==> src/rtl/mul_pkg.sv <==
// Shared definitions for the sequential multiplier.
// Holds the operand width, the op-code encoding and the FSM state set,
// plus helpers that say which operands are treated as signed for each op.
package mul_pkg;

  localparam int unsigned XLEN = 32;

  typedef enum logic [1:0] {
    OP_MUL    = 2'b00,  // low half, sign-agnostic
    OP_MULH   = 2'b01,  // signed x signed, high half
    OP_MULHSU = 2'b10,  // signed rs1 x unsigned rs2, high half
    OP_MULHU  = 2'b11   // unsigned x unsigned, high half
  } op_e;

  typedef enum logic [2:0] {
    S_IDLE,
    S_ABS_A,
    S_ABS_B,
    S_MUL,
    S_FIX_LO,
    S_FIX_HI,
    S_DONE
  } state_e;

  function automatic logic rs1_signed(input op_e op);
    return op != OP_MULHU;
  endfunction

  function automatic logic rs2_signed(input op_e op);
    return (op == OP_MUL) || (op == OP_MULH);
  endfunction

endpackage

==> src/rtl/CLA32bit.sv <==
// 32-bit two-level carry-lookahead adder.
// Ports: a, b  - addends; cin - carry in; sum - a+b+cin (low 32 bits);
//        cout  - carry out of bit 31.
// Bits are grouped in nibbles: each nibble forms group generate/propagate,
// group carries are resolved from those, then in-nibble carries are expanded.
module CLA32bit (
  input  logic [31:0] a,
  input  logic [31:0] b,
  input  logic        cin,
  output logic [31:0] sum,
  output logic        cout
);

  logic [31:0] g;
  logic [31:0] p;
  logic [32:0] c;
  logic [7:0]  gg;
  logic [7:0]  gp;
  logic [8:0]  gc;

  always_comb begin
    g  = a & b;
    p  = a ^ b;
    gg = '0;
    gp = '0;
    gc = '0;
    c  = '0;

    for (int unsigned k = 0; k < 8; k++) begin
      gg[k] = g[4*k+3]
            | (p[4*k+3] & g[4*k+2])
            | (p[4*k+3] & p[4*k+2] & g[4*k+1])
            | (p[4*k+3] & p[4*k+2] & p[4*k+1] & g[4*k]);
      gp[k] = &p[4*k +: 4];
    end

    gc[0] = cin;
    for (int unsigned k = 0; k < 8; k++) begin
      gc[k+1] = gg[k] | (gp[k] & gc[k]);
    end

    for (int unsigned k = 0; k < 8; k++) begin
      c[4*k]   = gc[k];
      c[4*k+1] = g[4*k] | (p[4*k] & gc[k]);
      c[4*k+2] = g[4*k+1] | (p[4*k+1] & g[4*k]) | (p[4*k+1] & p[4*k] & gc[k]);
      c[4*k+3] = g[4*k+2] | (p[4*k+2] & g[4*k+1]) | (p[4*k+2] & p[4*k+1] & g[4*k])
               | (p[4*k+2] & p[4*k+1] & p[4*k] & gc[k]);
    end
    c[32] = gc[8];

    sum  = p ^ c[31:0];
    cout = c[32];
  end

endmodule

==> src/rtl/seq_multiplier.sv <==
// Sequential 32x32 multiplier (MUL/MULH/MULHSU/MULHU) built around a single
// shared carry-lookahead adder. Operands are converted to magnitudes, a
// 32-step shift-add produces the unsigned product, and a two-step negate
// restores the sign. Fixed 37-cycle latency from start to o_done.
// Ports:
//   i_clk    - clock, rising edge
//   i_rst    - asynchronous active-high reset
//   i_start  - request pulse, only honoured in IDLE
//   i_op     - operation code (see mul_pkg::op_e)
//   i_rs1    - multiplicand
//   i_rs2    - multiplier
//   o_busy   - operation in progress, through the DONE cycle
//   o_done   - one-cycle completion pulse, o_result valid with it
//   o_result - selected product half, held afterwards
module seq_multiplier #(
  parameter int unsigned XLEN = mul_pkg::XLEN
) (
  input  logic            i_clk,
  input  logic            i_rst,
  input  logic            i_start,
  input  logic [1:0]      i_op,
  input  logic [XLEN-1:0] i_rs1,
  input  logic [XLEN-1:0] i_rs2,
  output logic            o_busy,
  output logic            o_done,
  output logic [XLEN-1:0] o_result
);

  import mul_pkg::*;

  state_e            state_q, state_d;
  op_e               op_q, op_d;
  logic [XLEN-1:0]   a_q, a_d;        // rs1, then |rs1|
  logic [2*XLEN-1:0] p_q, p_d;        // low half holds rs2 until ABS_B
  logic [4:0]        cnt_q, cnt_d;
  logic              neg_q, neg_d;
  logic              carry_q, carry_d;
  logic [XLEN-1:0]   res_q, res_d;

  logic [XLEN-1:0]   add_a, add_b, add_sum;
  logic              add_cin, add_cout;
  logic [XLEN-1:0]   res_sel;
  op_e               op_in;

  CLA32bit u_cla (
    .a    (add_a),
    .b    (add_b),
    .cin  (add_cin),
    .sum  (add_sum),
    .cout (add_cout)
  );

  always_comb begin
    state_d = state_q;
    op_d    = op_q;
    a_d     = a_q;
    p_d     = p_q;
    cnt_d   = cnt_q;
    neg_d   = neg_q;
    carry_d = carry_q;
    res_d   = res_q;
    add_a   = '0;
    add_b   = '0;
    add_cin = 1'b0;
    op_in   = op_e'(i_op);
    res_sel = (op_q == OP_MUL) ? p_q[XLEN-1:0] : p_q[2*XLEN-1:XLEN];

    case (state_q)
      S_IDLE: begin
        if (i_start) begin
          op_d    = op_in;
          a_d     = i_rs1;
          p_d     = {{XLEN{1'b0}}, i_rs2};
          cnt_d   = '0;
          carry_d = 1'b0;
          neg_d   = (rs1_signed(op_in) & i_rs1[XLEN-1])
                  ^ (rs2_signed(op_in) & i_rs2[XLEN-1]);
          state_d = S_ABS_A;
        end
      end
      S_ABS_A: begin
        // Negation as ~x+1; 0x80000000 maps to itself and is used unsigned.
        if (rs1_signed(op_q) && a_q[XLEN-1]) begin
          add_a   = ~a_q;
          add_cin = 1'b1;
        end else begin
          add_a   = a_q;
        end
        a_d     = add_sum;
        state_d = S_ABS_B;
      end
      S_ABS_B: begin
        if (rs2_signed(op_q) && p_q[XLEN-1]) begin
          add_a   = ~p_q[XLEN-1:0];
          add_cin = 1'b1;
        end else begin
          add_a   = p_q[XLEN-1:0];
        end
        p_d     = {{XLEN{1'b0}}, add_sum};
        state_d = S_MUL;
      end
      S_MUL: begin
        add_a = p_q[2*XLEN-1:XLEN];
        add_b = a_q;
        if (p_q[0]) begin
          p_d = {add_cout, add_sum, p_q[XLEN-1:1]};
        end else begin
          p_d = {1'b0, p_q[2*XLEN-1:1]};
        end
        cnt_d = cnt_q + 5'd1;
        if (cnt_q == 5'd31) begin
          state_d = S_FIX_LO;
        end
      end
      S_FIX_LO: begin
        // Two's-complement negate of the 64-bit product split over two
        // adder passes; the low-half carry feeds the high half.
        if (neg_q) begin
          add_a            = ~p_q[XLEN-1:0];
          add_cin          = 1'b1;
          p_d[XLEN-1:0]    = add_sum;
          carry_d          = add_cout;
        end else begin
          carry_d          = 1'b0;
        end
        state_d = S_FIX_HI;
      end
      S_FIX_HI: begin
        if (neg_q) begin
          add_a                 = ~p_q[2*XLEN-1:XLEN];
          add_cin               = carry_q;
          p_d[2*XLEN-1:XLEN]    = add_sum;
        end
        state_d = S_DONE;
      end
      S_DONE: begin
        res_d   = res_sel;
        state_d = S_IDLE;
      end
      default: begin
        state_d = S_IDLE;
      end
    endcase
  end

  always_ff @(posedge i_clk or posedge i_rst) begin
    if (i_rst) begin
      state_q <= S_IDLE;
      op_q    <= OP_MUL;
      a_q     <= '0;
      p_q     <= '0;
      cnt_q   <= '0;
      neg_q   <= 1'b0;
      carry_q <= 1'b0;
      res_q   <= '0;
    end else begin
      state_q <= state_d;
      op_q    <= op_d;
      a_q     <= a_d;
      p_q     <= p_d;
      cnt_q   <= cnt_d;
      neg_q   <= neg_d;
      carry_q <= carry_d;
      res_q   <= res_d;
    end
  end

  assign o_busy   = (state_q != S_IDLE);
  assign o_done   = (state_q == S_DONE);
  // The result is presented combinationally in DONE and registered for hold.
  assign o_result = (state_q == S_DONE) ? res_sel : res_q;

endmodule
==> config.mk <==
export PLATFORM = sky130hd
export DESIGN_NAME = seq_multiplier
export DESIGN_NICKNAME = d
export VERILOG_FILES = /design/src/rtl/mul_pkg.sv /design/src/rtl/CLA32bit.sv /design/src/rtl/seq_multiplier.sv
export SDC_FILE = /design/constraint.sdc
export NUM_CORES = 1
export LEC_CHECK = 0
export CAP_MARGIN = 20
export CORE_ASPECT_RATIO = 1.4
export CORE_UTILIZATION = 44
export CTS_BUF_LIST = sky130_fd_sc_hd__clkbuf_8
export CTS_CLUSTER_DIAMETER = 100
export DETAILED_ROUTE_END_ITERATION = 10
export PLACE_DENSITY = 0.66
export SLEW_MARGIN = 20
export SYNTH_ARGS = -nofsm -noshare
export SYNTH_HDL_FRONTEND = slang
export SYNTH_SLANG_ARGS = --single-unit
==> constraint.sdc <==
create_clock -name i_clk -period 11 [get_ports i_clk]
set_input_delay 1.1 -clock i_clk [delete_from_list [all_inputs] [get_ports i_clk]]
set_output_delay 1.1 -clock i_clk [all_outputs]
set_load 0.01 [all_outputs]
==> impl_metrics.toml, run 1 <==
[synth]
synth_top_area_cell = "dfrtp_1"
ys.flop_type = "dfrtp_1"
mappedNetlistArea_sq_um = 9740
ys_ff_latch = 140
ys_seq_area_frac = 0.360
avgSynthCellArea_sq_um = 8.59
synth.area.top_cells = "dfrtp_1, nor2_1, a221oi_1, mux2i_1, o21ai_0"
synthesis.nets = 1245
synth_edf_count = 0
synth.top_cell.area_share = 0.360
syn_inst = 1134
async_flop_share = 1.00
yosys_warnings = 0
synth_cell_types = 75

[grt]
grt-ovfl-total = 0
grt_pass1_vias = 8987
grt.total_usage = 0.280
grt_max_degree = 72
grt_use_met2 = 0.491
gr-max-usage-layer = "met2"
antenna_found_initial = 0
grt_pass1_wl_mm = 48.8
use_met1 = 0.337
use_met3 = 0.0435

[sta]
drv_slew = 0
hold_violations = 0
rsz0062_at_grt = "no"
fin_skew_ns = 0.0157
period_share = 0.540
slew_headroom = 0.325
layout_min_cycle_time_ns = 5.94
tightest_slew_ns = 1.01
fmaxAchievable_mhz = 168
setup_tns_ns = 0
finalSetupViolCount = 0

[cells_and_area]
area_growth_pct = 17.7
nets = 1300
nFillCells = 2137
final_cell_mix = "nor2_1, dfrtp_1, clkdlybuf4s50_1"
final_common_cell = "nor2_1"
n_antenna_cell = 0
final-seq-area_sq_um = 3500
multi_input_area_sq_um = 5890
drive_above_1_share = 0.0683

[worst_setup_path]
crit_fanout = 21
critPathMaxStageDelay_ns = 0.73
cp-start-kind = "register"
path_delay_family = "compound AO/OA/AOI/OAI gates"
cp-end-kind = "register"
worstPathArrival_ns = 6.32
path_cells = "nand2b_1, a211oi_4, buf_4, a221oi_1, o21ai_0, ha_1, a21oi_1, o21ai_0, a221oi_2, a31oi_4, a21o_4, a41o_2, a21o_1, fa_1, xnor2_1, a21oi_1, a221oi_1, nor2_1"
crit_type = "register to register"
worst-path-buf-inv = 1
cp_slowest_cell = "a211oi_4"
required_ns = 11.37

[route]
via_per_inst = 6.15
routed_wl_mm = 30.8
dr.pass1.iters = 5
ant_nets = 0
wl_per_cell_um = 20.6
drc = 0
vias = 9215
drtIter0Drc = 885

[clocking]
post_cts_buffers = 0
cts_hold_buffers = 0
ctsLongestPathBuffers = 2
cts_buffers = 17
cts-root-buf = "clkbuf_8"
tritoncts = "done"
post_cts_resized = 0
cts_sinks = 140
htree_levels = 4
path_clk_slew_ns = 0.08
insertion_delay_ns = 0.48

[placed_design]
portBuffers = 102
routabilityCongestion = 0.961
dp_hpwl_mm = 20.4

[die]
dieArea_sq_um = 22700
die_width_um = 128
num_rows = 64
ios = 103
start_util = 0.447
dieHeight_um = 178
core_sq_um = 21800

[min_path]
min_path_type = "register to register"

[flow_run]
maxCapViolations = 0

[run_status]
status = "completed"
## worst reg2reg max path: cells and delay by family, from the launching register on
| family | cells | cell delay [ns] |
|---|---|---|
| adder cells (fa/ha/maj) | 2 | 0.76 |
| AND/OR/NAND/NOR | 2 | 0.51 |
| AO/OA/AOI/OAI | 12 | 3.21 |
| flip-flops | 1 | 0.61 |
| XOR/XNOR | 1 | 0.36 |
| buffers and inverters | 1 | 0.39 |
## stage by stage
step           hold WS, ns  setup slack (ns)  cell area (sq um)  instances   util
2_1_floorplan        0.465              6.13               9740       1134      -
3_3_place_gp         0.475              5.27              11000       1467  0.506
3_5_place_dp         0.484              5.15              11000       1467  0.506
4_1_cts              0.502              5.14              11400       1498  0.526
5_1_grt              0.513              4.70              11500       1498  0.526
6_report             0.495              5.06              11500       1498  0.526
## state kept, by name (all words and copies together) (netlist names)
signal   count
res_q       32
cnt_q        5
neg_q        1
a_q         32
carry_q      1
state_q      3
op_q         2
p_q         64
## cells by family after synthesis
kind of cell,synth area share
DFF,0.360
buffers and inverters,0.0425
AOI/OAI and AO/OA,0.269
muxes,0.0531
xor gates and xnor gates,0.0564
adders and majority gates,0.0601
and+or+nand+nor,0.159
## final timing paths
path,start,to,slack (ns),cells after the start
min in group asynchronous,i_rst,p_q[46],1.10,2
worst min register to register,res_q[3],res_q[3],0.49,2
worst min-delay path,res_q[3],res_q[3],0.49,2
worst max-delay path,state_q[2],p_q[52],5.06,18
worst max register to register,state_q[2],p_q[52],5.06,18
max in group asynchronous,i_rst,a_q[30],8.52,3
## synth_stat cells (3+ instances only)
cell type	instances
o22ai_1	11
ha_1	34
a211oi_1	3
a221o_1	10
a21oi_1	83
xor2_1	41
o21a_1	10
nand2b_1	12
inv_1	22
nand2_1	102
fa_1	8
nor2_1	158
mux2i_1	46
buf_1	6
a21o_1	11
a221oi_1	54
a31oi_1	21
o21ai_1	9
o221ai_1	8
a22o_1	3
and3_1	35
and2_1	3
nor2b_1	5
o21ai_0	88
o211ai_1	4
nor3_1	3
dfrtp_1	140
nand3_1	11
nand4_1	3
mux2_2	5
a22oi_1	37
clkbuf_1	76
xnor2_1	18
or3_1	4
## layer usage
layer,up-vias,share of wire
li1,4277,-
met1,4535,0.41
met2,331,0.50
met3,72,0.054
met4,0,0.031
met5,-,0
## layout make-up
class	count	area share
clock buffer	21	0.0252
timing repair buffer	121	0.102
inverter	22	0.00764
clock inverter	10	0.0129
multi-input combinational	887	0.514
sequential	140	0.306
tap	297	0.0324
Power of run 1 is left out: the tool's default activity adds up to more than one toggle a clock period on the data nets, which glitch-free logic cannot reach.
==> run 2: changes to the inputs <==
==> constraint.sdc (replaced) <==
create_clock -name i_clk -period 6.1 [get_ports i_clk]
set_input_delay 0.61 -clock i_clk [delete_from_list [all_inputs] [get_ports i_clk]]
set_output_delay 0.61 -clock i_clk [all_outputs]
set_load 0.01 [all_outputs]
==> impl_metrics.toml, run 2 (same netlist as run 1, synthesis figures left out) <==
[grt]
grt.total_usage = 0.280
grt-ovfl-total = 0
grt_pass1_vias = 8781
grt_pass1_wl_mm = 48.2
antenna_found_initial = 0
grt_max_degree = 95

[cells_and_area]
reg_top3 = "p_q x64, a_q x32, res_q x32"
regMostFlops = "p_q"
final_common_cell = "nor2_1"
final_cell_mix = "nor2_1, dfrtp_1, clkdlybuf4s50_1"
fin_cells = 1508
final_util = 0.527
largest_reg_flops = 64
nets = 1310
n_antenna_cell = 0
drive_above_1_share = 0.0784
area_growth_pct = 17.8

[die]
dieHeight_um = 178
dieArea_sq_um = 22700
num_rows = 64
die_width_um = 128
start_util = 0.447
ios = 103
core_sq_um = 21800

[sta]
layout_min_cycle_time_ns = 5.52
period_share = 0.905
setup_slack_ns = 0.582
hold_violations = 0
rsz0062_at_grt = "no"
slew_headroom = 0.197
fin_skew_ns = 0.0168
fmaxAchievable_mhz = 181
setup_tns_ns = 0
drv_slew = 0
tightest_slew_ns = 1.20
finalSetupViolCount = 0

[clocking]
ctsLongestPathBuffers = 2
cts_sinks = 140
path_clk_slew_ns = 0.08
cts_hold_buffers = 0
cts_buffers = 17
post_cts_buffers = 0
htree_levels = 4
insertion_delay_ns = 0.48
tritoncts = "done"
post_cts_resized = 0
cts-root-buf = "clkbuf_8"

[min_path]
min_from = "res_q[30]"
whs_path_depth = 2
min_path_type = "register to register"
hold_end = "res_q[30]"

[flow_run]
maxCapViolations = 0

[route]
drtIter0Drc = 777
routed_wl_mm = 31.1
vias = 9164
drc = 0
dr.pass1.iters = 5
via_per_inst = 6.08
wl_per_cell_um = 20.6
ant_nets = 0

[placed_design]
dp_hpwl_mm = 20.6
preCtsSetupSlack_ns = 0.697
portBuffers = 102
placed_cells = 1477
routabilityCongestion = 0.939

[worst_setup_path]
rr_worst_depth = 20
rrSetupSlack_ns = 0.58
r2r-end = "p_q[60]"
r2r-start = "state_q[0]"
crit_type = "register to register"
cp-start-kind = "register"
cp-end-kind = "register"
crit_fanout = 25
required_ns = 6.47
worstPathArrival_ns = 5.89

[run_status]
status = "completed"
-- run 2: cell types whose count changed in the layout (fill, tap and decap cells not counted) --
cell / previous run / this run
clkinv_4: 0 / 3
clkinv_2: 1 / 3
nor2_2: 2 / 3
inv_1: 25 / 22
bufinv_16: 4 / 1
nor2_4: 3 / 2
inv_6: 1 / 2
buf_4: 19 / 29
-- run 2: cell type report --
class                   count  area, sq um
clock inverters            10         91.3
fillers                  2056        10300
repair buffers            131         1240
well taps                 297          372
flip-flops and latches    140         3500
inverters                  22         87.6
multi-input cells         887         5890
clock buffers              21          289
-- run 2: worst max-delay path by stage --
stage,startpoint,depth (start not counted),to
after detailed placement,state_q[0],20,p_q[60]
final,state_q[0],20,p_q[60]
after global routing,state_q[0],20,p_q[29]
after global placement,state_q[0],20,p_q[60]
after CTS,state_q[0],20,p_q[60]
after floorplan,op_q[1],18,p_q[52]
-- run 2: per-layer routing --
layer / part of all wire / vias to the layer above / routed length (um) / track usage
met5: 0 / - / 0 / 0
met4: 0.035 / 0 / 1090 / 0.121
met3: 0.052 / 78 / 1620 / 0.0405
met2: 0.50 / 341 / 15700 / 0.492
met1: 0.41 / 4460 / 12700 / 0.341
li1: - / 4285 / - / -
-- run 2: worst max-delay path: stages (launching register included) --
cell and delay (ns):
dfrtp_1 0.55, buf_4 0.28, nand2_1 0.33, buf_4 0.40
a21oi_1 0.12, a221oi_1 0.22, o21ai_0 0.15, ha_1 0.38
nand3_1 0.15, nor4b_1 0.46, nand2_1 0.15, o22ai_1 0.31
nor2_1 0.14, o311a_4 0.39, nor2_1 0.09, nor2_1 0.06
fa_1 0.42, xor2_1 0.29, mux2_2 0.22, o221ai_1 0.10
o21a_1 0.17
-- run 2: through the flow --
stage,area [sq um],hold slack [ns]
after floorplan,9740,0.465
after global placement,11100,0.475
after detailed placement,11100,0.485
after CTS,11500,0.503
after global routing,11500,0.518
final,11500,0.494
Power of run 2 is left out for the same reason.
==> patch 1: new RTL, flow settings as in run 1 <==
Register the outputs `o_busy`, `o_done` and `o_result`, cleared by the reset; this adds one clock of latency there. Comments in the files are not updated.
--- a/src/rtl/seq_multiplier.sv
+++ b/src/rtl/seq_multiplier.sv
@@ -165,9 +165,17 @@
     end
   end
 
-  assign o_busy   = (state_q != S_IDLE);
-  assign o_done   = (state_q == S_DONE);
   // The result is presented combinationally in DONE and registered for hold.
-  assign o_result = (state_q == S_DONE) ? res_sel : res_q;
+  always_ff @(posedge i_clk or posedge i_rst) begin
+    if (i_rst) begin
+      o_busy   <= '0;
+      o_done   <= '0;
+      o_result <= '0;
+    end else begin
+      o_busy   <= (state_q != S_IDLE);
+      o_done   <= (state_q == S_DONE);
+      o_result <= (state_q == S_DONE) ? res_sel : res_q;
+    end
+  end
 
 endmodule
Function: changed (Yosys sat finds a counterexample within 4 cycles, from zero or initial values and one cycle with i_rst high).
==> patch 1 against run 1 <==
- clock skew down 2.2 ps
- wire length up 3.5%
- worst setup slack better by 420 ps
- count of clock-buffer cells in the layout down 3
- final area down 0.36%
- worst hold slack worse by 14 ps
- sequential cell count up 2
- synthesized area down 0.27%
- critical endpoint is now p_q[29]
Power is left out: the tool's default activity adds up to more than one toggle a clock period on the data nets, which glitch-free logic cannot reach.
==> patch 1: results (changes against run 1) <==
grt_max_degree: 89  # +24%
grt_usage: 0.292  # +0.0122
synth.area.mux_share: 0.0540  # +0.000917
nClkBuffers: 18  # -14%
buf_share: 0.104  # +0.00267
seq_area_frac_synth: 0.366  # +0.00613
dp_hpwl_mm: 20.3  # -0.72%
gp_congestion: 0.874  # -9.1%
reg2reg_setup_slack_ps: 5480  # +420 ps
grt_pass1_vias: 9367  # +4.2%
whs_endpoint: "o_result[20]"
arrival_ps: 5870  # -450 ps
outcome: "complete, no violations"
clock-skew-final_ps: 13.5  # -2.20 ps
wl_per_cell_um: 21.3  # +3.6%
wl_met3_mm: 2.01  # +21%
use_met1: 0.369  # +0.0316
drt_iter0_markers: 916  # +3.5%
met3_usage: 0.0365  # -0.00701
area_share_clock_buf_inv: 0.0375  # -0.000629
multi_input_area_sq_um: 5800  # -1.7%
buffers: 124  # +2.5%
drive_above_1_share: 0.0664  # -0.00189
met2_usage: 0.494  # +0.00296
r2r_end: "p_q[29]"
synth_xor_area_frac: 0.0478  # -0.00861
cp_slowest_cell: "dfrtp_1"
n_all_inverters: 21  # -4.5%
ys_ff_latch: 142  # +1.4%
largestRegisters: "p_q (64), a_q (32), o_result (32)"
yosys-top-cells-area: "dfrtp_1, nor2_1, o21ai_0"
viasPerCell: 6.31  # +2.6%
multi_input_cells: 886  # -0.11%
ys_types: 59  # -21%
synth-adder-area-share: 0.0603  # +0.000163
slowest_delay_ps: 560  # -170 ps
holdCritStartpoint: "o_result[20]"
tightestPinTransition_ps: 1120  # +110 ps
==> patch 1: cell types whose count changed after synthesis, moves of 8 or more <==
cell,run 1,this run
nor2_1,158,149
nor3_1,3,11
o21ai_0,88,108
o21ai_1,9,0
==> patch 1: logic make-up (layout without fill, tap and decap cells) <==
family,count (synthesis),in the layout
AO/OA/AOI/OAI,392,392
XOR/XNOR,53,53
adder cells (fa/ha/maj),42,42
buffers and inverters,111,177
flip-flops,142,142
multiplexers,52,52
AND/OR/NAND/NOR,347,347
==> patch 1: worst max-delay path by stage <==
stage / endpoint / slack [ps] / cells past startpoint
floorplan: a_q[0] / 6090 / 1
global placement: p_q[29] / 5240 / 18
detailed placement: p_q[29] / 5170 / 18
CTS: p_q[29] / 5130 / 18
global route: p_q[29] / 4970 / 18
finish: p_q[29] / 5480 / 18
==> patch 1: worst register-to-register path, stage by stage (launching register included) <==
cell and delay [ps]:
dfrtp_1 560, nor2b_2 260, nand2_2 540, buf_4 410, a21oi_1 120, a221oi_1 230
o21ai_0 140, ha_1 390, nand4_1 160, nor4_1 370, o21ai_2 120, a31o_4 310
o31ai_4 400, a31oi_1 210, fa_1 500, xor2_1 270, nor2_1 70, a221oi_1 240
a21oi_1 100
==> patch 1: stage by stage <==
stage | util | area [sq um] | setup WS (ps) | instances | hold slack (ps)
after floorplan | - | 9710 | 6090 | 1139 | 465
after global placement | 0.511 | 11000 | 5240 | 1463 | 459
after detailed placement | 0.511 | 11000 | 5170 | 1463 | 469
after CTS | 0.531 | 11400 | 5130 | 1495 | 489
after global routing | 0.532 | 11400 | 4970 | 1497 | 512
final | 0.532 | 11400 | 5480 | 1497 | 481
==> patch 2: new RTL, config.mk and constraints of run 1 <==
Made on the original files. Add an input register stage for `i_start`, `i_op`, `i_rs1` and `i_rs2`, without a reset; this delays them by one clock.
--- a/src/rtl/seq_multiplier.sv
+++ b/src/rtl/seq_multiplier.sv
@@ -27,6 +27,18 @@
 );
 
   import mul_pkg::*;
+
+  logic i_start_q;
+  logic [1:0] i_op_q;
+  logic [XLEN-1:0] i_rs1_q;
+  logic [XLEN-1:0] i_rs2_q;
+
+  always_ff @(posedge i_clk) begin
+    i_start_q <= i_start;
+    i_op_q    <= i_op;
+    i_rs1_q   <= i_rs1;
+    i_rs2_q   <= i_rs2;
+  end
 
   state_e            state_q, state_d;
   op_e               op_q, op_d;
@@ -62,19 +74,19 @@
     add_a   = '0;
     add_b   = '0;
     add_cin = 1'b0;
-    op_in   = op_e'(i_op);
+    op_in   = op_e'(i_op_q);
     res_sel = (op_q == OP_MUL) ? p_q[XLEN-1:0] : p_q[2*XLEN-1:XLEN];
 
     case (state_q)
       S_IDLE: begin
-        if (i_start) begin
+        if (i_start_q) begin
           op_d    = op_in;
-          a_d     = i_rs1;
-          p_d     = {{XLEN{1'b0}}, i_rs2};
+          a_d     = i_rs1_q;
+          p_d     = {{XLEN{1'b0}}, i_rs2_q};
           cnt_d   = '0;
           carry_d = 1'b0;
-          neg_d   = (rs1_signed(op_in) & i_rs1[XLEN-1])
-                  ^ (rs2_signed(op_in) & i_rs2[XLEN-1]);
+          neg_d   = (rs1_signed(op_in) & i_rs1_q[XLEN-1])
+                  ^ (rs2_signed(op_in) & i_rs2_q[XLEN-1]);
           state_d = S_ABS_A;
         end
       end
Check against the original RTL: not equivalent (a bounded check fails within 4 cycles, from zero or initial values and one cycle with i_rst high).
==> patch 2 against run 1 <==
- global-route usage grew 0.18 points
- highest routed layer unchanged
- synthesized area rose by 13%
- synthesized cell count increased by 5.8%
- wire length up 14%
- largest cell class unchanged
- worst setup slack got worse by 74 ps
- final cell count grew 7.7%
- core utilization increased by 0.21 points
- count of clock-buffer cells in the layout increased by 21
- sequential cell count grew 67
- final area rose by 14%
Power is left out: the tool's default activity adds up to more than one toggle a clock period on the data nets, which glitch-free logic cannot reach.
==> patch 2: results (changes against run 1) <==
wl_met3_mm: 1.82  # +9.3%
outcome: "complete, no violations"
ctsHtreeMaxLevel: 2  # -2
async_reset_ff_frac: 0.676  # -0.324
clock-skew-final_ps: 25.8  # +10.1 ps
clockBufferDepth: 3  # +1
wl_per_cell_um: 21.9  # +6.2%
post-place-cells: 1549  # +5.6%
dr_total_vias: 9786  # +6.2%
instances_no_fill: 1614  # +7.7%
path_clk_slew_ps: 60  # -20 ps
ys_top_cells_by_count: "nor2_1, dfrtp_1, nand2_1, o21ai_0, a21oi_1"
seq_area_frac_synth: 0.439  # +0.0795
grt_pass1_vias: 9917  # +10%
cp_slowest_cell: "dfrtp_1"
met3_usage: 0.0369  # -0.00654
met1_length_mm: 13.0  # +2.4%
use_met1: 0.310  # -0.0275
numCtsBuffers: 36  # +19
place_ws_ps: 5140  # -1.40 ps
fillerInstances: 2295  # +7.4%
tightestPinTransition_ps: 1110  # +101 ps
clk_latency_ps: 540  # +60 ps
holdCritStartpoint: "i_op_q[0]"
drt_iter0_markers: 697  # -21%
path_max_fanout: 35  # +67%
gp_congestion: 1.02  # +6.0%
slowest_delay_ps: 770  # +40 ps
postLayoutCellArea_sq_um: 13000  # +14%
place_area_sq_um: 12300  # +12%
dp_hpwl_mm: 23.6  # +15%
syn_nets: 1311  # +5.3%
ys_types: 68  # -9.3%
[patch 2: final cells by class]
type,instances,share of cell area
clock buffer,42,0.0444
sequential,207,0.372
clock inverter,23,0.0115
tap,315,0.0302
inverter,16,0.00499
timing repair buffer,120,0.0887
multi-input combinational,891,0.448
[patch 2: cell families after synthesis]
kind of cell / Yosys count / share of synthesized area
XOR/XNOR: 53 / 0.0421
multiplexers: 50 / 0.0458
AO/OA/AOI/OAI: 392 / 0.241
adder cells (fa/ha/maj): 42 / 0.0531
flip-flops: 207 / 0.439
AND/OR/NAND/NOR: 354 / 0.143
buffers and inverters: 102 / 0.0361
[patch 2: worst paths after layout]
check,to,slack (ps),cells past startpoint
max,p_q[49],4980,18
min,op_q[0],440,2
max reg2reg,p_q[49],4980,18
min reg2reg,op_q[0],440,2
max in group asynchronous,p_q[32],8570,3
min in group asynchronous,res_q[13],1040,2
